### config.mk
export PLATFORM = sky130hd
export DESIGN_NAME = mem_bus_arbiter
export DESIGN_NICKNAME = d
export VERILOG_FILES = /design/src/rtl/mem_bus_arbiter.sv
export SDC_FILE = /design/constraint.sdc
export NUM_CORES = 1
export LEC_CHECK = 0
export CELL_PAD_IN_SITES_DETAIL_PLACEMENT = 0
export CELL_PAD_IN_SITES_GLOBAL_PLACEMENT = 1
export CORE_MARGIN = 2
export CORE_UTILIZATION = 36
export CTS_BUF_LIST = sky130_fd_sc_hd__clkbuf_8
export CTS_CLUSTER_SIZE = 14
export DETAILED_ROUTE_END_ITERATION = 8
export GPL_TIMING_DRIVEN = 0
export PLACE_DENSITY_LB_ADDON = 0.15
export SYNTH_ARGS = -nofsm -noshare
export SYNTH_HDL_FRONTEND = slang
export SYNTH_SLANG_ARGS = --single-unit
### constraint.sdc
create_clock -name clk -period 1.45 [get_ports clk]
set_input_delay 0.29 -clock clk [delete_from_list [all_inputs] [get_ports clk]]
set_output_delay 0.29 -clock clk [all_outputs]
set_load 0.02 [all_outputs]
### src/rtl/mem_bus_arbiter.sv
// Dual round-robin arbiter sharing the memory bus between ICache (0) and DCache (1),
// with one arbiter for the address/data channel and one for the store-data channel.
// Optional grant watchdog enabled by defining ARB_WATCHDOG_EN.
module mem_bus_arbiter #(
    parameter int NUM_REQ     = 2,
    parameter int OWNER_W     = NUM_REQ > 1 ? $clog2(NUM_REQ) : 1,
    parameter int WDOG_CYCLES = 16
) (
    input  logic               clk,
    input  logic               reset,
    input  logic [NUM_REQ-1:0] addr_reqcyc,
    input  logic [NUM_REQ-1:0] addr_busy,
    output logic [NUM_REQ-1:0] addr_grant,
    output logic [OWNER_W-1:0] addr_owner,
    input  logic [NUM_REQ-1:0] store_reqcyc,
    input  logic [NUM_REQ-1:0] store_busy,
    output logic [NUM_REQ-1:0] store_grant,
    output logic [OWNER_W-1:0] store_owner,
    output logic [1:0]         wdog_timeout
);

    typedef enum logic [1:0] {
        StIdle,
        StGranted,
        StOwned
    } arb_state_e;

    if (WDOG_CYCLES < 1 || NUM_REQ < 1) begin : g_cfg_check
        $error("mem_bus_arbiter: NUM_REQ and WDOG_CYCLES must be at least 1");
    end

`ifdef ARB_WATCHDOG_EN
    localparam int unsigned CntW = $clog2(WDOG_CYCLES + 1);
`endif

    // Channel 0 = address/data, channel 1 = store-data.
    logic [NUM_REQ-1:0] req_all   [2];
    logic [NUM_REQ-1:0] busy_all  [2];
    logic [NUM_REQ-1:0] grant_all [2];
    logic [OWNER_W-1:0] owner_all [2];
    logic               wdog_all  [2];

    assign req_all[0]  = addr_reqcyc;
    assign req_all[1]  = store_reqcyc;
    assign busy_all[0] = addr_busy;
    assign busy_all[1] = store_busy;

    assign addr_grant   = grant_all[0];
    assign addr_owner   = owner_all[0];
    assign store_grant  = grant_all[1];
    assign store_owner  = owner_all[1];
    assign wdog_timeout = {wdog_all[1], wdog_all[0]};

    for (genvar c = 0; c < 2; c++) begin : g_chan
        arb_state_e         state_q;
        logic [NUM_REQ-1:0] grant_q;
        logic [OWNER_W-1:0] owner_q;
        logic [OWNER_W-1:0] last_q;
        logic               found;
        logic [OWNER_W-1:0] winner;
        logic [OWNER_W-1:0] idx;
        logic [NUM_REQ-1:0] winner_oh;

        // Round-robin search starting one past the previous winner.
        always_comb begin
            found     = 1'b0;
            winner    = '0;
            idx       = '0;
            winner_oh = '0;
            for (int i = 1; i <= NUM_REQ; i++) begin
                idx = OWNER_W'((int'(last_q) + i) % NUM_REQ);
                if (!found && req_all[c][idx]) begin
                    found  = 1'b1;
                    winner = idx;
                end
            end
            winner_oh[winner] = found;
        end

`ifdef ARB_WATCHDOG_EN
        logic [CntW-1:0] wdog_cnt_q;
        logic            wdog_q;
        assign wdog_all[c] = wdog_q;
`else
        assign wdog_all[c] = 1'b0;
`endif

        assign grant_all[c] = grant_q;
        assign owner_all[c] = owner_q;

        always_ff @(posedge clk or posedge reset) begin
            if (reset) begin
                state_q    <= StIdle;
                grant_q    <= '0;
                owner_q    <= '0;
                last_q     <= OWNER_W'(NUM_REQ - 1);
`ifdef ARB_WATCHDOG_EN
                wdog_cnt_q <= '0;
                wdog_q     <= 1'b0;
`endif
            end else begin
`ifdef ARB_WATCHDOG_EN
                wdog_q <= 1'b0;
`endif
                unique case (state_q)
                    StIdle: begin
                        if (found) begin
                            state_q    <= StGranted;
                            grant_q    <= winner_oh;
                            owner_q    <= winner;
                            last_q     <= winner;
`ifdef ARB_WATCHDOG_EN
                            wdog_cnt_q <= '0;
`endif
                        end
                    end
                    StGranted: begin
                        if (busy_all[c][owner_q]) begin
                            state_q <= StOwned;
                        end else if (!req_all[c][owner_q]) begin
                            state_q <= StIdle;
                            grant_q <= '0;
                            owner_q <= '0;
`ifdef ARB_WATCHDOG_EN
                        end else if (wdog_cnt_q == CntW'(WDOG_CYCLES - 1)) begin
                            // Revoke; last_q keeps the revoked owner so the other side wins next.
                            state_q <= StIdle;
                            grant_q <= '0;
                            owner_q <= '0;
                            wdog_q  <= 1'b1;
                        end else begin
                            wdog_cnt_q <= wdog_cnt_q + CntW'(1);
`endif
                        end
                    end
                    StOwned: begin
                        if (!busy_all[c][owner_q]) begin
                            state_q <= StIdle;
                            grant_q <= '0;
                            owner_q <= '0;
                        end
                    end
                    default: begin
                        state_q <= StIdle;
                        grant_q <= '0;
                        owner_q <= '0;
                    end
                endcase
            end
        end
    end

endmodule

# --- Word-level counts from Yosys, hierarchy flattened ---
# Cells that the tools add are included.
totals:
  mem_bits_rw: 0
  inputBits: 10
  reg_bits: 12
  out_inout_bits: 8
  memories: 0
  mem_bits_ro: 0
  latch_bits: 0
  word_cells: 106
classes:
  n_addsub: 4
  eq_ne: 14
  mul: 0
  n_shift: 0
  div: 0
  n_lt_le_gt_ge: 10
  bitwise: 2
  muxes: 54
  n_reduce_logical: 14
ops:
  columns: ["op", "count"]
  rows:
  - ["two-way mux 1 bit", 34]
  - ["two-way mux 2 bit", 12]
  - ["case mux 2 bit (3 select lines)", 4]
  - ["less-than comparator 1 x 2 -> 1 bit, second input constant", 8]
  - ["inequality test 2 bit, second input constant", 8]
  - ["AND reduction 4 bit", 2]
  - ["inequality test 3 bit, second input constant", 2]
  - ["case mux 1 bit (3 select lines)", 2]
  - ["AND reduction 3 bit", 2]
  - ["adder 1 bit, second input constant", 4]
  - ["AND 2 bit", 2]
  - ["equality test 2 x 1 -> 1 bit, second input constant", 2]
  - ["equality test 2 bit, second input constant", 2]
  - ["logical AND 1 bit", 4]
  - ["zero test 2 bit", 2]
  - ["AND reduction 2 bit", 2]
  - ["demux 1 bit (select 1 bit)", 2]
  - [">= comparator 1 bit, second input constant", 2]
  - ["zero test 1 bit", 2]

# --- Depth between registers and ports, before layout ---
# Gate-level depths: netlist of run 1.
logic_depth:
  ltp_word: 14
  ltp_mapped: 4

# --- Worst setup path before layout of run 1 ---
# No wires, ideal clock.
synth_timing:
  kind: "register -> register"
  start: "register g_chan[0].owner_q, in the netlist addr_owner"
  end: "register g_chan[0].grant_q[1], in the netlist addr_grant[1]"
  slack_ps: 146
  setup_ps: 131
  arrival_ps: 1173
  required_time_ps: 1319
  stages_incl_launch_ff: 4
  path_buffers: 0
  period_less_slack_ps: 1304
  cell_sequence: "dfrtp_1 -> mux2_2 -> a21oi_1 -> o211ai_1"
synth_via:
  elab_chain_cells: 4
synth_lines:
  columns: ["element", "line_no", "rtl"]
  rows:
  - ["start, declared", "57", "logic [OWNER_W-1:0] owner_q;"]
  - ["start signal, assigned", "110", "owner_q <= winner;"]
  - ["two-way mux 1 bit (on tied branches) (2 in series)", "120, 118, 137", null]
  - ["inequality test 2 bit (no source line)", null, null]
  - ["AND reduction 4 bit (no source line) (*)", null, null]
  - ["end signal, assigned", "109", "grant_q <= winner_oh;"]
  - ["end, declared", "56", "logic [NUM_REQ-1:0] grant_q;"]
# Mark *: on every way between the ends. The rest lies on a longest branch, timed or not. The select of a mux whose other input is x is not followed.
# A chain may end at the register's enable or synchronous reset.

# --- Worst setup path in the final report of run 1 ---
layout_timing:
  start: "input port store_reqcyc[0]"
  end: "register g_chan[1].grant_q[0], in the netlist store_grant[0]"
layout_via:
  elab_chain_cells: 13
layout_lines:
  columns: ["element", "line_no", "rtl"]
  rows:
  - ["start, declared", "15", "input logic [NUM_REQ-1:0] store_reqcyc,"]
  - ["two-way mux 1 bit (not written as such) (2 in series)", "72", "if (!found && req_all[c][idx]) begin"]
  - ["two-way mux 1 bit", "72", null]
  - ["zero test 1 bit", "72", null]
  - ["logical AND 1 bit", "72", null]
  - ["two-way mux 1 bit", "72", null]
  - ["less-than comparator 1 x 2 -> 1 bit (not written as such) or >= comparator 1 bit (tied branches)", "77", "winner_oh[winner] = found;"]
  - ["logical AND 1 bit (not written as such)", "77", null]
  - ["two-way mux 1 bit (not written as such)", "77", null]
  - ["demux 1 bit (select 1 bit)", "77", null]
  - ["AND 2 bit (no source line)", null, null]
  - ["two-way mux 2 bit", "107", "if (found) begin"]
  - ["case mux 2 bit (3 select lines)", "105", "unique case (state_q)"]
  - ["end signal, assigned", "109", null]
  - ["end, declared", "56", null]
# Several ways; a longest one is shown, not always the timed one. The select of a mux whose other input is x is not followed.

==> impl_metrics.csv, run 1 <==
group,metric,value,unit
logic_synthesis,async_flop_share,1.000,
final_layout,antennaDiodeCount,0,
final_layout,fin_util,0.5190,
drt,wire_per_inst,11.55,µm
critical_path,reg2regPathDepth,3,
die,num_io_pins,18,
die,die_area,2251,µm²
clock_tree,holdBufCountCts,0,
pwr,p_leak,0.3903,nW
timing,setup_viol,0,
logic_synthesis,synth_seq_area_share,0.4457,
placement,numPortBuffers,14,
logic_synthesis,synth_most_common_cell,"dfrtp_1",
run,drv_cap,0,
final_layout,layout-drive-gt1-share,0.1170,
die,core,1745,µm²
clock_tree,cts_tree,"yes",
logic_synthesis,synth_edf_count,0,
logic_synthesis,synth_cell_types,25,
critical_path,path_max_fanout,7,
timing,slew_violations,0,
final_layout,syn_to_final_growth,33.33,%
clock_tree,htree_levels,1,
timing,rsz0062_at_grt,"no",
timing,skew,0.002447,ns
placement,globalplace.congestion,0.7301,
logic_synthesis,syn-cell-area,679.4,µm²
placement,dp_slack,-0.1637,ns
pwr,peakVddDrop,1.038,mV
timing,layout_min_cycle_time,1.373,ns
global_route,grt_pass1_wl,2.097,mm
placement,hpwl,1.037,mm
critical_path,critPathLaunchType,"primary input",
clock_tree,clock_latency,0.24,ns
run_status,status,"completed",
clock_tree,numCtsBuffers,3,
logic_synthesis,ys_warn_count,0,
critical_path,endpoint_kind,"register",
pwr,p_per_area,1925,nW/µm²
die,die_w,47.44,µm
die,initial_core_util,0.3892,
critical_path,cp_data_arrival_time,1.47,ns
pwr,power.total,1.744,mW
drt,firstDrtPassIters,4,
timing,hold_violations,0,
global_route,antenna_found_initial,0,
drt,dr.first_iter.drc_count,16,
global_route,overflow,0,
clock_tree,cts_root_buf,"clkbuf_8",
logic_synthesis,yosys-top-cells-count,"dfrtp_1 (10), inv_1 (9), a21oi_1 (6), nand2_1 (6)",
drt,avgViaCountPerCell,5.025,
timing,final.period_utilization,0.9468,
logic_synthesis,synthTopCellsByArea,"dfrtp_1 (37%), dfstp_2 (7.7%), o211ai_1 (5.5%)",
critical_path,crit_required,1.55,ns
drt,drt-total-wl,1.374,mm
die,chipHeight,47.44,µm
critical_path,critPathKind,"primary input to register",
timing,max_freq,728.4,MHz
worst_hold_path,hold_path_class,"primary input to async pin",
global_route,grt_pass1_vias,455,
logic_synthesis,synth_top_area_cell,"dfrtp_1",
clock_tree,clk_pin_slew_worst_paths,0.05,ns
drt,drcViolationCount,0,
die,rows,15,
global_route,grt_usage,0.1394,
placement,dp.cells,115,
logic_synthesis,synth_cells,75,
drt,route.antenna.remaining_nets,0,
final_layout,nets,105,
timing,fin_ws,0.07718,ns
final_layout,instances_no_fill,119,
drt,vias,598,
logic_synthesis,yosys_register_bits,12,
logic_synthesis,avgSynthCellArea,9.059,µm²
logic_synthesis,ys.flop_type,"dfrtp_1",
clock_tree,cts.path.max_buffers,2,
clock_tree,clock_sinks,12,
global_route,grt_start_max_net_pins,13,
logic_synthesis,synth_top_area_frac,0.3683,
## cell families (layout without fill, tap and decap cells)
| kind of cell | Yosys count | in the layout | share of synthesized area |
|---|---|---|---|
| buffers and inverters | 12 | 30 | 0.07733 |
| AO/OA/AOI/OAI | 22 | 22 | 0.2284 |
| AND/OR/NAND/NOR | 26 | 26 | 0.2044 |
| flip-flops | 12 | 12 | 0.4457 |
| other | 1 | 2 | 0.005520 |
| multiplexers | 2 | 2 | 0.03867 |
## layout make-up
| type | instances | area [µm²] |
|---|---|---|
| Timing Repair Buffer | 14 | 132.6 |
| Inverter | 9 | 33.78 |
| Sequential cell | 12 | 302.8 |
| Clock buffer | 4 | 55.05 |
| Buffer | 3 | 18.77 |
| Fill cell | 175 | 839.6 |
| Multi-Input combinational cell | 52 | 331.6 |
| Tap cell | 25 | 31.28 |
## power breakdown
| group | leakage (nW) | internal, mW | switching, mW |
|---|---|---|---|
| Clock | 0.0288 | 0.239 | 0.117 |
| Sequential | 0.148 | 0.512 | 0.161 |
| Combinational | 0.213 | 0.328 | 0.387 |
| Total | 0.390 | 1.08 | 0.665 |
## critical path, cell delays in order
cell	delay (ns)
clkdlybuf4s50_1	0.51
or3_1	0.39
o31ai_1	0.10
o221ai_1	0.18
## placed cells by master, fill, tap and decap left out
cell	instances
dfrtp_1	10
inv_1	9
clkdlybuf4s50_1	8
nand2_1	6
dlygate4sd2_1	6
a21oi_1	5
o211ai_1	5
nand3_1	5
nor2b_1	4
clkbuf_8	4
nor4_1	2
nor2_1	2
o32a_1	2
o21bai_1	2
or3_1	2
o221ai_1	2
nand4_1	2
o21a_1	2
nand2b_1	2
a31oi_1	2
buf_4	2
conb_1	2
dfstp_2	2
mux2_4	1
clkbuf_1	1
mux2_2	1
a21oi_2	1
or3b_1	1
o31ai_1	1
## through the flow
| stage | cell area, µm² | hold slack, ns | TNS [ns] |
|---|---|---|---|
| 6_report | 905.9 | 0.3735 | 0 |
| 5_1_grt | 905.9 | 0.4304 | 0 |
| 4_1_cts | 902.1 | 0.3792 | 0 |
| 3_5_place_dp | 854.6 | 0.4923 | -1.002 |
| 3_3_place_gp | 854.6 | 0.4832 | -0.9224 |
| 2_1_floorplan | 683.2 | 0.1533 | 0 |
## worst paths after layout
path | from | end | slack [ns]
max in group asynchronous | reset | g_chan[0].last_q | 0.73
min reg2reg | g_chan[0].state_q[1] | g_chan[0].state_q[0] | 0.50
min | reset | addr_grant[1] | 0.37
max | store_reqcyc[0] | store_grant[0] | 0.08
min in group clk | store_reqcyc[1] | g_chan[1].last_q | 0.43
max reg2reg | store_owner | store_grant[0] | 0.11
## layer usage
metal | part of all wire | global-route usage | wire length (µm)
met3 | 0.049 | 0.06792 | 68
met4 | 0.0066 | 0.03333 | 9
met1 | 0.53 | 0.2261 | 728
met5 | 0 | 0 | 0
met2 | 0.41 | 0.1568 | 567
## flip-flops by register name, summed over array words and instances, names as in the netlist
signal,cells
g_chan.last_q,2
store_owner,1
addr_owner,1
g_chan.state_q,4
store_grant,2
addr_grant,2
## repair_timing
item / CTS / global route
gates resized for setup: 6 / 1
buffers inserted: 0 / 0
endpoints found under the hold margin: 0 / 0
setup endpoints to repair: 6 / 2
(Power assumes the default switching activity.)
==> run 2, diff against run 1 <==
Settings changed: PLACE_DENSITY set to 0.87, PLACE_DENSITY_LB_ADDON 0.15 to not set, SKIP_LAST_GASP set to 1.
==> impl_metrics.csv, run 2 (same netlist as run 1, synthesis figures left out) <==
group,metric,value,unit
timing,final.period_utilization,0.9456,
drt,firstDrtPassIters,4,
final_layout,top_register,"g_chan.state_q",
critical_path,path_max_fanout,7,
timing,slew_violations,0,
placement,numPortBuffers,14,
clock_tree,numCtsBuffers,3,
drt,drt-total-wl,1.331,mm
clock_tree,clock_sinks,12,
critical_path,cp_data_arrival_time,1.46,ns
timing,rsz0062_at_grt,"no",
final_layout,layout_common_cells,"dfrtp_1 (10), inv_1 (9), clkdlybuf4s50_1 (8)",
critical_path,critPathLaunchType,"primary input",
clock_tree,cts.path.max_buffers,2,
die,num_io_pins,18,
clock_tree,clock_latency,0.23,ns
worst_hold_path,hold_path_class,"primary input to async pin",
drt,route.antenna.remaining_nets,0,
timing,setup_viol,0,
drt,wire_per_inst,11.18,µm
pwr,p_per_area,1912,nW/µm²
die,chipHeight,47.44,µm
final_layout,nets,105,
global_route,antenna_found_initial,0,
clock_tree,cts_root_buf,"clkbuf_8",
final_layout,largest_reg_flops,4,
drt,drcViolationCount,0,
critical_path,reg2regPathDepth,3,
final_layout,layout_commonest_cell,"dfrtp_1",
die,core,1745,µm²
timing,max_freq,729.3,MHz
die,die_w,47.44,µm
clock_tree,clk_pin_slew_worst_paths,0.05,ns
pwr,p_leak,0.3896,nW
global_route,grt_usage,0.1350,
clock_tree,htree_levels,1,
global_route,grtUsageMet2,0.2459,
timing,setup_tns,0,ns
drt,dr.first_iter.drc_count,5,
critical_path,crit_required,1.54,ns
timing,layout_min_cycle_time,1.371,ns
final_layout,fill_cells,173,
run,drv_cap,0,
critical_path,reg2reg_from,"store_owner",
final_layout,seqCellArea,302.8,µm²
timing,skew,0.003014,ns
global_route,grt_pass1_wl,2.139,mm
final_layout,syn_to_final_growth,32.78,%
die,rows,15,
timing,whs,0.3637,ns
placement,dp.cells,115,
critical_path,rr_endpoint,"store_grant[0]",
global_route,grt_start_max_net_pins,13,
critical_path,reg2reg_slack,0.15,ns
critical_path,endpoint_kind,"register",
drt,avgViaCountPerCell,5.050,
final_layout,instances_no_fill,119,
run_status,status,"completed",
critical_path,critPathKind,"primary input to register",
pwr,peakVddDrop,0.8981,mV
final_layout,antennaDiodeCount,0,
final_layout,layout-drive-gt1-share,0.1064,
die,initial_core_util,0.3892,
clock_tree,cts_tree,"yes",
clock_tree,cts_setup_buffers,0,
die,die_area,2251,µm²
final_layout,multi_input_area,327.8,µm²
placement,hpwl,1.055,mm
timing,hold_violations,0,
global_route,top_usage_layer,"met2",
global_route,grt_pass1_vias,532,
placement,globalplace.congestion,0.7899,
drt,vias,601,
global_route,grt.met3_usage,0.02264,
global_route,met1_usage,0.1575,
global_route,overflow,0,
run 2: cell count changes in the layout (fill, tap and decap cells not counted):
cell,before,now
a21oi_1,5,6
a21oi_2,1,0
run 2: where the power goes:
group | switching, mW | leakage [nW] | internal (mW) | total (mW)
sequential | 0.159 | 0.148 | 0.512 | 0.671
combinational | 0.380 | 0.212 | 0.325 | 0.705
clock | 0.110 | 0.0288 | 0.239 | 0.349
total | 0.649 | 0.390 | 1.08 | 1.72
run 2: metal layers:
| metal | routed length (µm) | vias up |
|---|---|---|
| li1 | - | 307 |
| met1 | 614 | 278 |
| met2 | 642 | 14 |
| met3 | 68 | 2 |
| met4 | 5 | 0 |
| met5 | 0 | - |
run 2: worst max-delay path, cell delays in order:
cell             delay (ns)
clkdlybuf4s50_1        0.51
or3_1                  0.38
o31ai_1                0.10
o221ai_1               0.18
run 2: area by class of cell:
type,instances,share of cell area
sequential,12,0.3356
multi-input combinational,52,0.3634
inverter,9,0.03745
timing repair buffer,14,0.1470
clock buffer,4,0.06103
tap,25,0.03467
buffer,3,0.02080
run 2: how the worst max path moves through the flow:
stage	startpoint	cells past startpoint	end	slack, ns
6_report	store_reqcyc[0]	4	store_grant[0]	0.08
2_1_floorplan	addr_owner	3	addr_grant[1]	0.15
5_1_grt	store_reqcyc[0]	4	store_grant[0]	0.01
3_3_place_gp	store_reqcyc[0]	4	store_grant[0]	-0.16
3_5_place_dp	store_reqcyc[0]	4	store_grant[0]	-0.18
4_1_cts	store_reqcyc[0]	4	store_grant[0]	0.07
run 2: stage by stage:
| step | power, mW | instance area (µm²) | util | worst slack [ns] |
|---|---|---|---|---|
| 2_1_floorplan | 1.163 | 683.2 | - | 0.1460 |
| 3_3_place_gp | 1.409 | 854.6 | 0.4896 | -0.1642 |
| 3_5_place_dp | 1.434 | 854.6 | 0.4896 | -0.1753 |
| 4_1_cts | 1.744 | 902.1 | 0.5168 | 0.07473 |
| 5_1_grt | 1.877 | 902.1 | 0.5168 | 0.01340 |
| 6_report | 1.724 | 902.1 | 0.5168 | 0.07891 |
run 2: timing repair:
item,CTS,global route
gates resized for setup,6,0
endpoints found under the setup margin,6,0
hold buffers,0,0
